### src/rtl/reset_sequencer.sv
// rtl/reset_sequencer.sv - PLL-qualified core/boot reset release sequencer with lock-loss retry and sticky fault
module reset_sequencer #(
  parameter int unsigned LOCK_CYCLES = 1000,
  parameter int unsigned CORE_DELAY  = 100000,
  parameter int unsigned BOOT_DELAY  = 100000,
  parameter int unsigned MAX_RETRY   = 3
) (
  input  logic       clock,
  input  logic       reset,
  input  logic       pll_locked,
  input  logic       soft_req,
  output logic       core_run,
  output logic       boot_run,
  output logic       seq_done,
  output logic       fault,
  output logic [2:0] state,
  output logic [7:0] loss_cnt
);

  typedef enum logic [2:0] {
    S_IDLE  = 3'd0,
    S_LOCK  = 3'd1,
    S_CORE  = 3'd2,
    S_BOOT  = 3'd3,
    S_RUN   = 3'd4,
    S_FAULT = 3'd5
  } state_t;

  // Terminal counter values: a phase ends on the edge where the counter reads N-1.
  localparam logic [31:0] LOCK_LAST  = 32'(LOCK_CYCLES - 1);
  localparam logic [31:0] CORE_LAST  = 32'(CORE_DELAY - 1);
  localparam logic [31:0] BOOT_LAST  = 32'(BOOT_DELAY - 1);
  localparam logic [7:0]  RETRY_LAST = 8'(MAX_RETRY - 1);

  state_t      state_q;
  state_t      state_d;
  logic [31:0] cnt_q;
  logic [31:0] cnt_d;
  logic [7:0]  loss_d;
  logic        lost;

  assign state = state_q;

  // Next-state, delay counter and lock-loss bookkeeping; soft_req outranks a lock loss.
  always_comb begin
    state_d = state_q;
    cnt_d   = cnt_q;
    loss_d  = loss_cnt;
    lost    = 1'b0;
    case (state_q)
      S_IDLE: begin
        state_d = S_LOCK;
        cnt_d   = '0;
      end
      S_LOCK: begin
        if (soft_req) begin
          state_d = S_IDLE;
          cnt_d   = '0;
        end else if (!pll_locked) begin
          cnt_d = '0;
        end else if (cnt_q == LOCK_LAST) begin
          state_d = S_CORE;
          cnt_d   = '0;
        end else begin
          cnt_d = cnt_q + 32'd1;
        end
      end
      S_CORE, S_BOOT: begin
        if (soft_req) begin
          state_d = S_IDLE;
          cnt_d   = '0;
        end else if (!pll_locked) begin
          lost = 1'b1;
        end else if (cnt_q == ((state_q == S_CORE) ? CORE_LAST : BOOT_LAST)) begin
          state_d = (state_q == S_CORE) ? S_BOOT : S_RUN;
          cnt_d   = '0;
        end else begin
          cnt_d = cnt_q + 32'd1;
        end
      end
      S_RUN: begin
        if (soft_req) begin
          state_d = S_IDLE;
          cnt_d   = '0;
        end else if (!pll_locked) begin
          lost = 1'b1;
        end
      end
      S_FAULT: begin
        state_d = S_FAULT;
      end
      default: begin
        state_d = S_IDLE;
        cnt_d   = '0;
      end
    endcase

    if (lost) begin
      cnt_d   = '0;
      state_d = (loss_cnt == RETRY_LAST) ? S_FAULT : S_LOCK;
      if (loss_cnt != 8'hFF) begin
        loss_d = loss_cnt + 8'd1;
      end
    end
  end

  // State, counter and outputs; outputs are decoded from the next state so they change with it.
  always_ff @(posedge clock) begin
    if (reset) begin
      state_q  <= S_IDLE;
      cnt_q    <= '0;
      loss_cnt <= '0;
      core_run <= 1'b0;
      boot_run <= 1'b0;
      seq_done <= 1'b0;
      fault    <= 1'b0;
    end else begin
      state_q  <= state_d;
      cnt_q    <= cnt_d;
      loss_cnt <= loss_d;
      core_run <= (state_d == S_BOOT) || (state_d == S_RUN);
      boot_run <= (state_d == S_RUN);
      seq_done <= (state_d == S_RUN);
      fault    <= (state_d == S_FAULT);
    end
  end

endmodule

### config.mk
export PLATFORM = sky130hd
export DESIGN_NAME = reset_sequencer
export DESIGN_NICKNAME = d
export VERILOG_FILES = /design/src/rtl/reset_sequencer.sv
export SDC_FILE = /design/constraint.sdc
export NUM_CORES = 1
export LEC_CHECK = 0
export CAP_MARGIN = 20
export CORE_MARGIN = 4
export CORE_UTILIZATION = 55
export DETAILED_ROUTE_END_ITERATION = 7
export PLACE_DENSITY = 0.85
export SYNTH_ARGS = -nofsm -noshare
export SYNTH_HDL_FRONTEND = slang
export SYNTH_SLANG_ARGS = --single-unit
### constraint.sdc
create_clock -name clock -period 2.2 [get_ports clock]
set_input_delay 0.22 -clock clock [delete_from_list [all_inputs] [get_ports clock]]
set_output_delay 0.22 -clock clock [all_outputs]
set_load 0.01 [all_outputs]
# Yosys cells after proc, flatten, opt, wreduce, memory -nomap -nowiden

Cells that the tools add are included.
W data, S select, Z words.

Register bits: 46
Bits in latches: 0
RAM bits: 0
Bits in read-only memories: 0
Input bits: 4
Output and inout port bits: 15
Memories: 0

Add/sub/neg operators: 2
Multipliers: 0
Divide/modulo/power cells: 0
$lt $le $gt $ge: 0
Eq/ne operators: 14
Shift operators: 0
Multiplexer cells: 22
Bitwise operators: 1
Reduce and logical (&&, ||, !) cells: 7

Operator list:

| kind                    | number |
|---|---|
| $mux W32                | 7 |
| $pmux W32 S4            | 1 |
| $add A32 B1 Y32 const B | 1 |
| $eq A32 B10 Y1 const B  | 1 |
| $eq A32 B17 Y1 const B  | 1 |
| $mux W3                 | 10 |
| $pmux W3 S5             | 1 |
| $eq A3 B3 Y1 const B    | 4 |
| $eq A3 B2 Y1 const B    | 3 |
| $add A8 B1 Y8 const B   | 1 |
| $eq A8 B2 Y1 const B    | 1 |
| $ne A8 B8 Y1 const B    | 1 |
| $reduce_or A2 Y1        | 2 |
| $eq A3 B1 Y1 const B    | 1 |
| $logic_not A3 Y1        | 1 |
| $mux W1                 | 3 |
| $ne A3 B3 Y1 const B    | 1 |
| $reduce_and A3 Y1       | 1 |
| $reduce_or A3 Y1        | 1 |
| $ne A2 B2 Y1 const B    | 1 |
| $reduce_and A2 Y1       | 1 |
| $logic_or A1 B1 Y1      | 1 |
| $not A1 Y1              | 1 |

# Longest topological paths before layout

Word-level depth: 9
Mapped depth: 8

# Least setup slack after synthesis

No wires, ideal clock.

Path kind: register to register
Start point: reg state_q[0], in the netlist state[0]
End point: reg cnt_q[24]
Library setup time: 0.086 ns
Arrival: 1.881 ns
Slack: 0.233 ns
Stages on the path, launching flop included: 7
Clock period less this slack: 1.967 ns
Cells stage by stage: dfxtp_1 -> buf_2 -> nand2b_4 -> a2111oi_4 -> nand4_1 -> or3_1 -> a211oi_1

Longest elaborated chain between the ends: 4
Elaborated cells on any way between the ends: 14
Those cells by class: eq/ne: 7; mux: 2; bitwise: 1; reduce/logical: 4

RTL lines:

| what                                                            | RTL line | RTL |
|---|---|---|
| start, declared                                                 | 35       | `state_t state_q;` |
| start signal, assigned                                          | 118      | `state_q <= state_d;` |
| $eq A3 B2 Y1 or $eq A3 B3 Y1 (tied branches)                    | 50       | `case (state_q)` |
| $reduce_or A2 Y1 or $reduce_or A3 Y1 (tied branches)            | n/a      |  |
| $ne A3 B3 Y1 (no line) or $mux W1 (tied branches)               | n/a      |  |
| $reduce_and A3 Y1 (no line) or $reduce_or A2 Y1 (tied branches) | n/a      |  |
| end signal, assigned                                            | 119      | `cnt_q <= cnt_d;` |
| end, declared                                                   | 37       | `logic [31:0] cnt_q;` |

Parallel ways exist; a longest one is shown, timed or not.
A chain may end at the register's enable or synchronous reset.

# Final worst setup path

Start point: in soft_req
End point: reg cnt_q[24]

Longest elaborated chain between the ends: 3
Elaborated cells on any way between the ends: 9
Those cells by class: eq/ne: 2; mux: 5; reduce/logical: 2

RTL lines:

| what                       | RTL line | RTL |
|---|---|---|
| start, declared            | 11       | `input logic soft_req,` |
| $mux W1                    | 82       | `if (soft_req) begin` |
| $mux W1                    | n/a      |  |
| $reduce_or A2 Y1 (no line) | n/a      |  |

Parallel ways exist; a longest one is shown, timed or not.

==> out/summary.txt <==
Hold Path Depth = 2
Latest clock arrival within the worst-skew pair = 0.30 ns
Share of power burned in registers = 58.1%
Ys async rst share = 0%
CTS HTree Levels = 2
Outcome = complete, no violations
DP HPWL = 4.04 mm
Startpoint Class = input pin
Vias in the first global route = 2259
Layout cells sized above 1 = 12.9%
Final ANT Viol Nets = 0
Total I/O pin count = 19
Count of final setup violators = 0
Synth Flop Type = dfxtp_1
Finished Layout Cells = 360
Vias = 2230
Routed wl met3 = 308 microns
Design Area, Final = 2870 sq um
Global-route wire length before repair = 10.2 mm
Synth area leader = dfxtp_1
Rel. slew slack = 57.9%
Post-synth EDFFs = 0
Iteration-0 DRC Markers = 218
Routability cong. = 0.872
Clk Tree Root Cell = clkbuf_8
Die Span Y = 74.3 microns
Critical path capture point type = register
Total grt overflow = 0
WHS Endpoint = loss_cnt[6]$_SDFFE_PP0P_
Die W = 74.3 microns
# diodes = 0
Max-cap violations = 0
Pre-CTS setup slack = -0.124 ns
Hold wc startpoint = loss_cnt[6]$_SDFFE_PP0P_
Row Count = 23
Tot Pwr = 1.44 mW
Net Sw Frac = 22.3%
Met2 Wirelength = 2.64 mm
Crit-path max FO = 8
Pin count of the biggest net entering global routing = 33
WP data required = 2.41 ns
LEAKAGE = 0.958 nW
FF-to-FF End = cnt_q[24]$_SDFFE_PP0P_
FF+latch count, synth = 46
Area share of the largest cell type after synthesis = 38.1%
Clk buf depth = 2
Netlist cell types = 44
Final Hold Viols = 0
M1 WL = 2.63 mm
Ys Warns = 0
Kind of critical path = input pin to register
Critical R2R Launch = state[2]$_SDFF_PP0_
Vias per inst = 6.19
Antenna violations before repair = 0
Sequential area share after synthesis = 38.1%
R2R cell count = 6
Gr usage total = 23.4%
Wire per inst = 15.7 microns
Die ar. = 5520 sq um
Slew Limit Fails = 0
RSZ-0062 raised after global routing = false
Dominant cells by area after synthesis = dfxtp_1 38%, xor2_1 7.6%, nor3_1 5.8%
Drt drc = 0
Period minus WS final = 2.04 ns
Synthesized area = 2420 sq um
Initial core utilization = 58.8%
Clock power share = 36.7%
Placeable core area = 4120 sq um
NumNets Final = 316
Clock-pin slew on the worst setup and hold paths = 0.08 ns
Area post-placement = 2750 sq um
Crit path DAT = 2.25 ns
Cts repair resizes = 0
Clock sink count = 46
Net switching power = 321 uW
Avg Synthesized Cell Area = 8.61 sq um
Worst setup margin = 0.163 ns
CTS Buf Count = 5
Hold buffer count at cts = 0
Setup Fix Bufs, Post-CTS = 0
Slew @ Worst Pin = 0.632 ns
Drt pass-1 iters = 4
Mapped Nets = 288
Setup Skew = 0.00534 ns
Fmax achieved = 491 MHz
CTS tree = built
Area Overhead vs Synth = 18.5%
Cells after Synth = 281
Hold WC Path Type = register to register
Final period util = 92.6%
Peak supply drop = 0.410 mV
Placed cell count = 352
PD cells = 503 nW/um^2
Comb power frac = 5.2%
DRT Wirelength = 5.65 mm
DR top layer = met4
Cell-internal power = 1.12 mW
I/O Buffers = 18
Flop2flop setup slack = 0.20 ns
## cell usage after synthesis (3+ instances only)
library cell  instances
nand3_1              14
nor2_1               11
and2_1                6
and3_1                7
and4_1                4
dfxtp_1              46
nand4_1              18
nor2b_1               5
ha_1                  3
nand2_1              15
nor4_1                3
xor2_1               21
a211oi_1             14
o21ai_0              14
clkbuf_1             12
nor3_1               28
nor4b_1               3
nor3b_1               4
a21oi_1               3
inv_1                 6
xnor2_1               5
or3_1                13
## power by group through the flow
stage          Clock (mW)  Combinational (mW)  Sequential (mW)
6_report            0.529              0.0751            0.837
5_1_grt             0.580              0.0821            0.837
4_1_cts             0.547              0.0729            0.836
3_5_place_dp            0              0.0726            0.856
3_3_place_gp            0              0.0714            0.856
2_1_floorplan           0              0.0428            0.855
## placed cells by master (no fill, tap or decap), types with 3 or more instances in the layout
| cell | Yosys | routed |
|---|---|---|
| nor2b_1 | 5 | 5 |
| buf_4 | 1 | 17 |
| xnor2_1 | 5 | 5 |
| nand4_1 | 18 | 18 |
| nor2_1 | 11 | 11 |
| clkdlybuf4s50_1 | 0 | 18 |
| a21oi_1 | 3 | 3 |
| nor4_1 | 3 | 3 |
| nand2_1 | 15 | 15 |
| and2_1 | 6 | 6 |
| and3_1 | 7 | 7 |
| and4_1 | 4 | 3 |
| inv_1 | 6 | 6 |
| o21ai_0 | 14 | 14 |
| nor3_1 | 28 | 28 |
| dfxtp_1 | 46 | 44 |
| a211oi_1 | 14 | 14 |
| clkbuf_8 | 0 | 6 |
| or3_1 | 13 | 13 |
| ha_1 | 3 | 3 |
| nand3_1 | 14 | 14 |
| xor2_1 | 21 | 21 |
## critical path: stages
cell and delay (ns):
clkdlybuf4s50_1 0.58, nand2b_4 0.08, a2111oi_4 0.33, buf_4 0.21, nand4_1 0.22, or3_1 0.37
a211oi_1 0.24
## worst max-delay path by stage
stage	start	endpoint
finish	soft_req	cnt_q[24]$_SDFFE_PP0P_
global route	soft_req	cnt_q[25]$_SDFFE_PP0P_
CTS	cnt_q[0]$_SDFFE_PP0P_	cnt_q[23]$_SDFFE_PP0P_
detailed placement	soft_req	cnt_q[30]$_SDFFE_PP0P_
global placement	soft_req	cnt_q[30]$_SDFFE_PP0P_
floorplan	state[0]$_SDFF_PP0_	cnt_q[24]$_SDFFE_PP0P_
## metrics by stage
step	utilization (%)	setup TNS [ns]	hold slack (ns)
CTS	69.0	0	0.521
global placement	66.8	-0.398	0.488
global route	69.7	0	0.560
detailed placement	66.8	-1.59	0.507
finish	69.7	0	0.522
floorplan	-	0	0.383
## area by class of cell
| cell class | count | area, sq um |
|---|---|---|
| clock inverter | 1 | 5.00 |
| multi-input combinational | 214 | 1440 |
| fill | 329 | 1250 |
| tap | 50 | 62.6 |
| sequential | 46 | 923 |
| clock buffer | 7 | 86.3 |
| timing repair buffer | 36 | 328 |
| inverter | 6 | 22.5 |
## kinds of logic (layout without fill, tap and decap cells)
kind of cell | count (synthesis) | count (layout) | share of synthesized area [%]
simple gates | 139 | 139 | 33.2
flops | 46 | 46 | 38.1
compound gates | 44 | 44 | 13.4
xor+xnor | 26 | 26 | 9.41
buf+inv | 21 | 50 | 3.52
fa+ha+maj | 3 | 3 | 1.55
mux | 2 | 2 | 0.879
## state kept, by name, summed over array words and instances, names as in the netlist
name,cells
loss_cnt,8
cnt_q,32
seq_done,1
state,3
core_run,1
fault,1
## metal layers
layer | GRT usage, % | up-vias
met5 | 0 | -
met2 | 38.1 | 62
li1 | - | 1104
met1 | 30.7 | 1057
met4 | 9.09 | 0
met3 | 4.32 | 7
No activity file was read; power rests on OpenSTA's default activity.
